$ cat config.mk
export PLATFORM = sky130hd
export DESIGN_NAME = gpio_debounce
export DESIGN_NICKNAME = d
export VERILOG_FILES = /design/src/rtl/gpio_debounce.sv
export SDC_FILE = /design/constraint.sdc
export NUM_CORES = 1
export LEC_CHECK = 0
export ABC_AREA = 1
export CAP_MARGIN = 20
export CELL_PAD_IN_SITES_DETAIL_PLACEMENT = 1
export CELL_PAD_IN_SITES_GLOBAL_PLACEMENT = 1
export CORE_ASPECT_RATIO = 1.4
export CORE_MARGIN = 1.5
export CORE_UTILIZATION = 40
export DETAILED_ROUTE_END_ITERATION = 7
export GPL_ROUTABILITY_DRIVEN = 0
export PLACE_DENSITY = 0.75
export SYNTH_ARGS = -nofsm -noshare
export SYNTH_HDL_FRONTEND = slang
export SYNTH_SLANG_ARGS = --single-unit
$ cat constraint.sdc
create_clock -name i_clk -period 1.5 [get_ports i_clk]
set_input_delay 0.15 -clock i_clk [delete_from_list [all_inputs] [get_ports i_clk]]
set_output_delay 0.15 -clock i_clk [all_outputs]
set_load 0.05 [all_outputs]
$ cat src/rtl/gpio_debounce.sv
// Input conditioning for the GPIO controller: two-flop synchronizer, per-bit
// tick-qualified debounce, and registered rise/fall/change strobes.
module gpio_debounce #(
    parameter int unsigned    NIN       = 16,
    parameter int unsigned    PRESCALE  = 1,
    parameter int unsigned    NSTABLE   = 4,
    parameter logic [NIN-1:0] RESET_VAL = '0
) (
    input  logic           i_clk,
    input  logic           i_reset_n,
    input  logic [NIN-1:0] i_pins,
    output logic [NIN-1:0] o_gpio,
    output logic [NIN-1:0] o_rise,
    output logic [NIN-1:0] o_fall,
    output logic           o_change
);

    localparam int unsigned PRE_W = (PRESCALE > 1) ? $clog2(PRESCALE) : 1;
    localparam int unsigned CNT_W = $clog2(NSTABLE + 1);

    localparam logic [PRE_W-1:0] PRE_RELOAD = PRE_W'(PRESCALE - 1);
    localparam logic [CNT_W-1:0] CNT_LAST   = CNT_W'(NSTABLE - 1);

    logic [NIN-1:0]            s1_q, s1_d;
    logic [NIN-1:0]            s2_q, s2_d;
    logic [PRE_W-1:0]          pre_q, pre_d;
    logic [NIN-1:0][CNT_W-1:0] cnt_q, cnt_d;
    logic [NIN-1:0]            gpio_q, gpio_d;
    logic [NIN-1:0]            rise_q, rise_d;
    logic [NIN-1:0]            fall_q, fall_d;
    logic                      change_q, change_d;

    logic                      tick;
    logic [NIN-1:0]            accept;

    // Synchronizer and prescaler next state
    always_comb begin
        s1_d  = i_pins;
        s2_d  = s1_q;
        tick  = (pre_q == '0);
        pre_d = tick ? PRE_RELOAD : pre_q - PRE_W'(1);
    end

    // Per-bit stability counters; any agreement with o_gpio forgets the glitch
    always_comb begin
        cnt_d  = '0;
        accept = '0;
        for (int i = 0; i < int'(NIN); i++) begin
            if (s2_q[i] != gpio_q[i]) begin
                if (!tick) begin
                    cnt_d[i] = cnt_q[i];
                end else if (cnt_q[i] == CNT_LAST) begin
                    accept[i] = 1'b1;
                end else begin
                    cnt_d[i] = cnt_q[i] + CNT_W'(1);
                end
            end
        end
    end

    // Accepted bits always differ from o_gpio, so acceptance is a toggle
    always_comb begin
        gpio_d   = gpio_q ^ accept;
        rise_d   = accept & s2_q;
        fall_d   = accept & ~s2_q;
        change_d = |accept;
    end

    always_ff @(posedge i_clk or negedge i_reset_n) begin
        if (!i_reset_n) begin
            s1_q     <= RESET_VAL;
            s2_q     <= RESET_VAL;
            pre_q    <= '0;
            cnt_q    <= '0;
            gpio_q   <= RESET_VAL;
            rise_q   <= '0;
            fall_q   <= '0;
            change_q <= 1'b0;
        end else begin
            s1_q     <= s1_d;
            s2_q     <= s2_d;
            pre_q    <= pre_d;
            cnt_q    <= cnt_d;
            gpio_q   <= gpio_d;
            rise_q   <= rise_d;
            fall_q   <= fall_d;
            change_q <= change_d;
        end
    end

    assign o_gpio   = gpio_q;
    assign o_rise   = rise_q;
    assign o_fall   = fall_q;
    assign o_change = change_q;

endmodule

==> results of run 1 <==
[what timing repair did]
item / 4_1_cts / 5_1_grt
setup endpoints to repair: 0 / 0
buffers inserted: 0 / 0
endpoints found under the hold margin: 129 / 0
hold buffers: 1 / 0
[how the worst max path moves through the flow]
stage                to  slack [ns]  cells after the start
2_1_floorplan  o_change        0.21                      9
3_3_place_gp   o_change        0.15                      9
3_5_place_dp   o_change        0.13                      9
4_1_cts        o_change        0.09                      9
5_1_grt        o_change        0.02                      9
6_report       o_change        0.12                      9
[report_power, final]
| part | switching (mW) | internal (mW) | total (mW) |
|---|---|---|---|
| Clock | 1.41 | 2.73 | 4.15 |
| Combinational | 2.16 | 0.926 | 3.08 |
| Sequential | 0.365 | 4.11 | 4.47 |
| Total | 3.93 | 7.77 | 11.7 |
[cell type report]
cell class	instances	area, sq um	share of cell area
multi-input cells	250	1160	0.190
inverters	90	338	0.0553
repair buffers	70	597	0.0976
well taps	144	180	0.0295
flip-flops and latches	129	3230	0.528
clock inverters	10	133	0.0217
clock buffers	22	474	0.0776
[routing by layer]
layer,global-route usage,part of all wire,up-vias
met1,0.183,0.39,1592
met2,0.306,0.56,55
met4,0.0572,0.012,0
li1,-,-,1567
met5,0,0,-
met3,0.0451,0.035,12
[placed cells by master, fill, tap and decap left out]
master / synthesis / routed
buf_6: 0 / 1
buf_12: 0 / 2
clkdlybuf4s50_1: 0 / 16
o21ai_0: 16 / 16
ha_1: 16 / 16
nor2_2: 13 / 13
dfrtp_1: 129 / 129
nor3b_1: 1 / 1
clkinv_2: 0 / 4
nand2_1: 119 / 119
inv_1: 90 / 90
dlygate4sd3_1: 0 / 1
nor2_1: 67 / 67
clkbuf_8: 0 / 3
buf_4: 0 / 50
nor3_1: 16 / 16
clkbuf_16: 0 / 17
bufinv_16: 0 / 3
clkbuf_1: 0 / 2
clkinvlp_4: 0 / 3
nand3_1: 1 / 1
nor2_4: 1 / 1
[kinds of logic after synthesis]
logic type	share of synthesized area
flops	0.683
fa+ha+maj	0.0423
compound gates	0.0169
simple gates	0.187
buf+inv	0.0714
==> results list, run 1 <==
- Result of the run: completed
- The kind of cell with the highest combined delay along the critical path is simple AND/OR/NAND/NOR gates.
- Root buf cell: clkbuf_16
- Share of synthesized flip-flops with an asynchronous set or reset: 1.00
- Hold WC Path Type: in2async
* Antenna-violating nets left: 0
- Clk_skew: 0.00919 ns
* Total setup violations reported at the end of the flow: 0
- Setup repair after global routing left no endpoint under its margin.
- Nets in the synthesized netlist: 503
- After clock tree synthesis, the clock-pin slew on the worst setup and hold paths is ~0.06 ns.
- Worst Reg-to-Reg Cells: 9
- During I/O placement, the number of pins put on the boundary was 67.
* Inserted Diodes: 0
- Number of distinct library cell variants in the gate-level netlist after synthesis: 11
* Setup crit start: cnt_q[36]
* Die footprint: ~0.012 sq mm
* Initial Util: 0.413
- The pre-antenna-repair detailed-routing pass consisted of 4 iterations.
- Shortest period the worst path allows: 1.38 ns
- Max-cap check violation count: 0
- After synthesis the netlist holds a flip-flop and latch count of approximately 130.
* Most repeated cell in the gate-level netlist after synthesis: dfrtp_1
- The analysis attributes to cell leakage a power of 3.22 nW.
- Final hold analysis gives a worst-case slack of 0.119 ns.
- Type of destination of the critical path: flip-flop
- Yosys printed 0 warnings.
- Placed wire-length estimate after detailed placement: ~6500 um
* Instance area at placement: 0.00550 sq mm
* WL/cell: between 10 and 15 um
- # nets final: 592
- Dpl ws: roughly 0.13 ns
- Standard cell core area: roughly 0.011 sq mm
- Data arrival at the endpoint of the critical path: 1.66 ns
- The later pin in the worst-skew pair is clocked with a latency of ~0.40 ns.
- First-pass GRT wire length: roughly 16000 um
- Post-route DRC: 0
- In this run the mean area of a mapped cell was 10.1 sq um.
* Mapped Cells: 469
- At the pin with the least slew margin, the transition time is 0.372 ns.
- For this run the aggregate overflow at the end of global routing stands at 0.
- In the final layout, the share of cells above drive strength 1 is 0.170.
* Hold violation count in the final report: 0
* Worst slew margin: 0.752
- The H-tree was split into 4 levels.
* DRT iter0 DRCs: between 90 and 100
* Peak supply drop: 0.811 mV
* Count of instances resized after the clock tree is built: 0
- Number of global-route vias before repair: 3575
- Clock net sink count: between 100 and 150
- Wires add up to 9250 um.
- Data required, critical path: about 1.8 ns
* Maximum buffer depth of the clock tree: 2
- Summed over all instances, the cell type with the most area after synthesis is dfrtp_1.
* PortBufs: 66
- The worst setup path is launched from a flip-flop.
- Max Transition Viols Final: 0
- Num rows: 46
- The share of the Yosys chip area taken by registers is 0.683.
* Capture instance of the worst register-to-register path: o_change
- By area the synthesized netlist is led by dfrtp_1 68%, nand2_1 9.4%, inv_1 7.1%.
- Startpoint of the worst register-to-register path: cnt_q[36]
- Entering global routing, the biggest net connects 53 pins.
- From synthesis to final layout, the design area changed by 29.3%.
- The share of synthesized area in the top cell type comes to 0.683.
- Antenna violations before repair: 0
- In the synthesized netlist the dominant register cell turns out to be dfrtp_1.
- Longest individual stage delay on the worst path: 0.39 ns
- Number of cells in the finished layout apart from fillers: just over 700
* Total via count after detailed routing: 3226
- Classification of the worst setup path: reg2reg
* Largest fanout of any net on the critical path: 5
* Cell mode on critical path: nand2_1
* Placed cells: 682
- Routed vias/inst: ~4.5
- The floorplan step set the die width to around 95 um.
- The synthesized netlist occupies a cell area of about 0.0047 sq mm.
* Total CTS buffers: 17
- In the finished design, the share of the clock period the worst path needs comes to 0.918.
- After routing the design area is 0.00611 sq mm.
* Ranking of synthesized cells by instance count: 129 x dfrtp_1, 119 x nand2_1, 90 x inv_1
- In the global route stage, overall resource usage came out at 0.168.
- Number of synthesized flops with an enable pin: 0
* Total negative slack: 0 ns
- The slowest stage of the critical path is the dfrtp_1 cell.
- Critical path buffer and inverter count: 2
- Across all register-to-register paths, the minimum setup slack is roughly 0.12 ns.
- Overall power consumption after layout is estimated at approximately 12 mW.
- The layout has 1271 filler cells.
- Die boundary height: between 100 and 150 um
* Crit-path cells: ha_1, inv_1, nor2_2, nand2_1, nand2_1, inv_1, nand2_1, nor2_1, nand2_1
* CTS tree: built
- Static timing analysis puts the maximum clock frequency at 0.726 GHz.
* Final worst-path setup slack: 0.122 ns
* Post-layout util: 0.534
- Dividing total power by cell area gives a power density of 1910 mW/mm^2.
Power figures use the tool's default switching activity.
==> inputs of run 2 (changes only) <==
--- a/config.mk
+++ b/config.mk
@@ -13,8 +13,9 @@
 export CORE_MARGIN = 1.5
 export CORE_UTILIZATION = 40
 export DETAILED_ROUTE_END_ITERATION = 7
+export DONT_BUFFER_PORTS = 1
 export GPL_ROUTABILITY_DRIVEN = 0
-export PLACE_DENSITY = 0.75
+export PLACE_DENSITY = 0.65
 export SYNTH_ARGS = -nofsm -noshare
 export SYNTH_HDL_FRONTEND = slang
 export SYNTH_SLANG_ARGS = --single-unit
==> run 2 against run 1 <==
  * The flow now finishes with violations (negative hold slack)
  * Non-clock buffer count fell by 37
  * Via count decreased by 4.7%
  * Combinational power is 16% lower
  * Sequential share of layout area up 3.0 points
  * Maximum frequency rose by 6.6%
  * Total power shrank 3.3%
  * Hold slack worse by 0.68 ns
  * Critical endpoint unchanged
  * Highest routed layer unchanged
==> results list, run 2 (synthesis gave the netlist of run 1 again) <==
- Type of destination of the critical path: flip-flop
- Sequential cell fraction of total power: 0.416
* Data arrival at the endpoint of the critical path: 1.58 ns
- Top-level I/O count: 67
- In the final layout, the share of cells above drive strength 1 is 0.116.
- GRT Util Overall: 0.160
- The library cell used most frequently in the layout, excluding fill and tap cells, is dfrtp_1.
* WL/cell: 12.6 um
* Dpl ws: 0.157 ns
* Leakage power: 3.01 nW
- Antenna-violating nets left: 0
- At the worst endpoint, the required time is 1.78 ns.
* Dominant delay contributor by cell family on the critical path: simple AND/OR/NAND/NOR gates
* Cts-stage hold buffer count: 16
* Max Transition Viols Final: 0
* Total power divided by cell area: between 1500 and 2000 mW/mm^2
* Num rows: 46
- In this design, the stage delay of the slowest critical-path cell is 0.38 ns.
* Overall routed net length: between 8000 and 9000 um
* Peak supply drop: 0.677 mV
* Die boundary height: 132 um
- Once the clock tree was built, the setup fixing pass inserted 0 buffers.
- In the layout the commonest cells are 129 x dfrtp_1, 119 x nand2_1, 90 x inv_1.
- For this design the total switching power over the nets is about 3.8 mW.
- Entering global routing, the biggest net connects 130 pins.
- Max-cap violations in this run came to 0.
* CP Launch Type: flip-flop
* Inserted Diodes: 0
- After detailed routing, the number of vias per cell comes to ~4.5.
* Crit-path cells: ha_1, inv_1, nor2_2, nand2_1, nand2_1, inv_1, nand2_1, nor2_1, nand2_1
- Layout area overhead: 22.4%
* Standard cell core area: 0.0115 sq mm
- The share of total power dissipated in combinational logic is 0.228.
- Dividing the final minimum period by the clock period gives 0.861.
* Maximum buffer depth of the clock tree: 2
- Violated checks: negative hold slack
- Total via count after detailed routing: 3074
- Subtracting the final worst setup slack from the clock period gives 1.29 ns.
- Once the clock tree was built, the resizer swapped 0 gates to a different size.
* Hold WC Path Type: in2async
- Placed wire-length estimate after detailed placement: just under 6000 um
- The critical path in this run is classified as reg2reg.
* Post-route DRC: 0
- X dimension of the die: about 95 um
- The tree is rooted in a clkbuf_16.
- On the final layout, the worst hold slack is -0.559 ns.
- Hold violation count in the final report: roughly 130
- Cell mode on critical path: nand2_1
* Overflow left after global routing: 0
- Number of global-route vias before repair: approximately 3400
- For the pin with the worst max-slew slack, the measured transition is 0.475 ns.
- Die footprint: 0.0125 sq mm
* Number of H-tree branching levels: 4
- Of the total power, the share spent switching nets is 0.335.
* # nets final: 555
* Clock share of power: 0.356
- For this run, the top clock speed supported by timing is slightly below 0.8 GHz.
- Clk_skew: 0.00834 ns
- CTS saw 129 sinks.
* Largest fanout of any net on the critical path: 5
* Total setup violations reported at the end of the flow: 0
* Result of the run: finished, violations left
* DRT iter0 DRCs: 89
- Total CTS buffers: 17
* Final worst-path setup slack: 0.208 ns
* Total negative slack: 0 ns
- The internal power of the cells totals 7.52 mW.
- The first detailed-routing pass took 4 iterations.
- Later-pin clock latency in the skew report: 0.40 ns
* Clk pin slew, worst setup/hold paths: 0.05 ns
- Power comes to 11.3 mW.
* PortBufs: 0
- The slowest stage of the critical path is the dfrtp_1 cell.
- The number of antenna violations at the first check in global routing is 0.
- Measured against its own limit, the worst slew margin works out to 0.683.
* First-pass GRT wire length: 15200 um
- TritonCTS built the clock tree.
- Critical path buffer and inverter count: 2
* Setup repair after global routing missed its margin: false
* Initial Util: 0.413
[run 2: power by group through the flow]
| stage | sequential [mW] | combinational [mW] | clock, mW |
|---|---|---|---|
| 6_report | 4.71 | 2.58 | 4.02 |
| 3_5_place_dp | 4.78 | 2.58 | 0 |
| 4_1_cts | 4.72 | 2.65 | 4.14 |
| 5_1_grt | 4.80 | 2.95 | 4.30 |
| 3_3_place_gp | 4.74 | 2.49 | 0 |
| 2_1_floorplan | 5.36 | 1.21 | 0 |
[run 2: metrics by stage]
step,instance area [sq um],std cells,util,hold WS (ns)
2_1_floorplan,4730,469,-,-0.146
3_3_place_gp,5040,630,0.440,-0.143
3_5_place_dp,5040,630,0.440,-0.143
4_1_cts,5790,678,0.505,-0.583
5_1_grt,5790,678,0.505,-0.587
6_report,5790,678,0.505,-0.559
[run 2: per-layer routing]
metal / vias up / share of wire / global-route usage
met5: - / 0 / 0
met4: 0 / 0.016 / 0.0746
met3: 11 / 0.036 / 0.0503
met2: 54 / 0.54 / 0.276
met1: 1519 / 0.41 / 0.173
li1: 1490 / - / -
[run 2: path summary, 6_finish.rpt]
check / from / to / slack, ns / depth (start not counted)
max in group asynchronous: i_reset_n / o_fall[1] / 1.84 / 0
worst min-delay path: i_reset_n / cnt_q[38] / -0.56 / 0
worst max register to register: cnt_q[12] / o_change / 0.21 / 9
worst min register to register: s1_q[3] / s2_q[3] / 0.34 / 0
worst max-delay path: cnt_q[12] / o_change / 0.21 / 9
min in group i_clk: i_pins[10] / s1_q[10] / 0.30 / 1
[run 2: area by class of cell]
cell class / instances / area, sq um
fill: 1253 / 5660
sequential: 129 / 3230
multi-input combinational: 250 / 1160
clock buffer: 22 / 484
inverter: 90 / 338
timing repair buffer: 33 / 288
tap: 144 / 180
clock inverter: 10 / 108
[run 2: worst register-to-register path: cells and delay by family (launching register included)]
| kind | cells | cell delay [ns] |
|---|---|---|
| flops | 1 | 0.38 |
| fa+ha+maj | 1 | 0.20 |
| simple gates | 6 | 0.45 |
| buf+inv | 2 | 0.15 |
==> inputs of run 3 (changes only) <==
--- a/config.mk
+++ b/config.mk
@@ -9,7 +9,7 @@
 export CAP_MARGIN = 20
 export CELL_PAD_IN_SITES_DETAIL_PLACEMENT = 1
 export CELL_PAD_IN_SITES_GLOBAL_PLACEMENT = 1
-export CORE_ASPECT_RATIO = 1.4
+export CORE_ASPECT_RATIO = 0.75
 export CORE_MARGIN = 1.5
 export CORE_UTILIZATION = 40
 export DETAILED_ROUTE_END_ITERATION = 7
==> run 3 against run 2 <==
  * The flow still finishes with violations (negative hold slack)
  * Total power is 5.6% higher
  * Hold slack worse by 0.0063 ns
  * Core utilization increased by 0.26 points
  * Maximum frequency fell by 2.3%
==> results list, run 3 (synthesis gave the netlist of run 1 again) <==
- PortBufs: 0
* # nets final: 554
- Setup violations remaining at the end of the flow were counted as 0.
- Total power divided by cell area: 2030 mW/mm^2
- In this design, the critical path's most frequently occurring cell is nand2_1.
- Clock-pin slew was measured on the worst setup and hold paths at ~0.06 ns.
* Overflow left after global routing: 0
- 67 I/O pins were placed.
* Longest individual stage delay on the worst path: 0.38 ns
- Internal power comes to approximately 8.0 mW.
* Setup repair after global routing missed its margin: false
* Post-route cell area: 0.00588 sq mm
- The clock drives 129 sinks.
- The signal on the critical path passes through ha_1, inv_1, nor2_4, nand3_1, nand2_1, inv_1, nand2_1, nor2_1, nand2_1.
- The die covers 0.0125 sq mm.
* Data required, critical path: between 1.5 and 2 ns
- The number of hold-slack violations in the final timing report was 129.
- The repair_antennas step left the layout with diodes totalling 0.
- Number of global-route vias before repair: 3368
* Hold WC Path Type: in2async
* Max-cap check violation count: 0
- Violated checks: negative hold slack
* Antenna violations before repair: 0
- Data arrival at the endpoint of the critical path: 1.62 ns
- Along the worst path, the maximum fanout reaches 5.
* Final period utilization: 0.882
- Of the total power, registers draw 0.395.
* Shortest period the worst path allows: roughly 1.3 ns
- Summed over all layers, the routed wires come to 8890 um.
* Most common cell after layout, fill and taps aside: dfrtp_1
- In this run the remaining antenna-violating nets after routing total 0.
* Number of cells in the finished layout apart from fillers: 695
- Fillers: 1281
- The total area inside the core boundary comes to 0.0116 sq mm.
- Placed wire-length estimate after detailed placement: 5710 um
- In the layout the commonest cells are 129 x dfrtp_1, 119 x nand2_1, 90 x inv_1.
- For the final database, setup skew stands at 0.00922 ns.
* First-pass iteration count of the detailed router: 4
* Peak supply drop: 1.17 mV
* Net switching component of the power: a little under 4 mW
- Initial Util: 0.409
- In this run the deepest clock path goes through 2 buffers.
* Smallest hold slack: -0.565 ns
- Achievable Freq: 0.756 GHz
* Post-route DRC: 0
* Proportion of layout cells with a drive suffix above 1: 0.114
- Clock share of power: 0.387
- Root buf cell: clkbuf_16
- Entering global routing, the biggest net connects 130 pins.
- Summing all placed instances gives a cell area of 0.00505 sq mm.
- Classification of the worst setup path: reg2reg
* Post-layout util: 0.508
* Placed cells: roughly 650
- The area growth from synthesis to layout is 24.3%.
* Worst slew margin: 0.682
* X dimension of the die: 129 um
- The H-tree was split into 4 levels.
* Type of destination of the critical path: flip-flop
- Die boundary height: between 90 and 100 um
- DRT iter0 DRCs: about 120
* CTS tree: built
- The run finished, with violations left.
- For the worst-skew pair, the clock arrives at the later sink with an insertion delay of 0.41 ns.
- Dividing the detail-routed via count by the number of cells gives roughly 4.4.
- Of the total power, the share spent switching nets is 0.328.
- Count of instances resized after the clock tree is built: 0
- Num rows: 34
* Leakage power: 3.05 nW
* First-pass GRT wire length: 15400 um
- In the final routed layout, each cell accounts on average for ~13 um.
* Total via count after detailed routing: 3041
- The max-slew violation count was 0.
- For this design, the CTS-stage hold fixing added 16 buffers.
- The largest individual stage delay along the critical path comes from the cell dfrtp_1.
- CP Launch Type: flip-flop
- Number of setup buffers added after CTS: 0
- Transition at the pin with the smallest max-transition slack: approximately 0.48 ns
- GRT Util Overall: 0.160
- TritonCTS created 17 clock buffers.
* Total negative slack: 0 ns
* Fraction of power consumed by combinational cells: 0.218
-- run 3: path summary, 6_finish.rpt --
check	slack, ns	from	endpoint	cells past startpoint
setup / recovery	0.18	cnt_q[45]	o_change	9
setup reg to reg	0.18	cnt_q[45]	o_change	9
hold / removal	-0.57	i_reset_n	o_rise[0]	0
hold reg to reg	0.35	s1_q[11]	s2_q[11]	0
max in group asynchronous	1.81	i_reset_n	o_rise[6]	0
min in group i_clk	0.29	i_pins[2]	s1_q[2]	1
-- run 3: per-stage QoR --
stage,power [mW],hold WS (ns),setup WS (ns)
5_1_grt,12.6,-0.584,0.00686
2_1_floorplan,6.57,-0.146,0.214
6_report,11.9,-0.565,0.178
3_3_place_gp,7.21,-0.142,0.167
3_5_place_dp,7.36,-0.142,0.137
4_1_cts,12.1,-0.581,0.140
-- run 3: worst max-delay path: cells and delay by family (launching register included) --
family | cells | cell delay [ns]
adders and majority gates | 1 | 0.20
and+or+nand+nor | 6 | 0.49
DFF | 1 | 0.38
buffers and inverters | 2 | 0.16
-- run 3: power groups by stage --
stage / combinational, mW / sequential, mW / clock [mW]
2_1_floorplan: 1.21 / 5.36 / 0
3_3_place_gp: 2.48 / 4.73 / 0
3_5_place_dp: 2.58 / 4.78 / 0
4_1_cts: 2.66 / 4.73 / 4.75
5_1_grt: 2.96 / 4.80 / 4.87
6_report: 2.60 / 4.72 / 4.62
-- run 3: layout make-up --
cell class,count,area [sq um],share of cell area
flip-flops and latches,129,3230,0.549
multi-input cells,250,1160,0.198
clock buffers,18,429,0.0730
inverters,90,338,0.0575
repair buffers,32,280,0.0477
clock inverters,14,238,0.0404
well taps,162,203,0.0345
-- run 3: metal layers --
layer | up-vias | wire length, um | GRT usage
li1 | 1492 | - | -
met1 | 1488 | 4110 | 0.202
met2 | 50 | 4360 | 0.261
met3 | 11 | 323 | 0.0457
met4 | 0 | 100 | 0.0648
met5 | - | 0 | 0
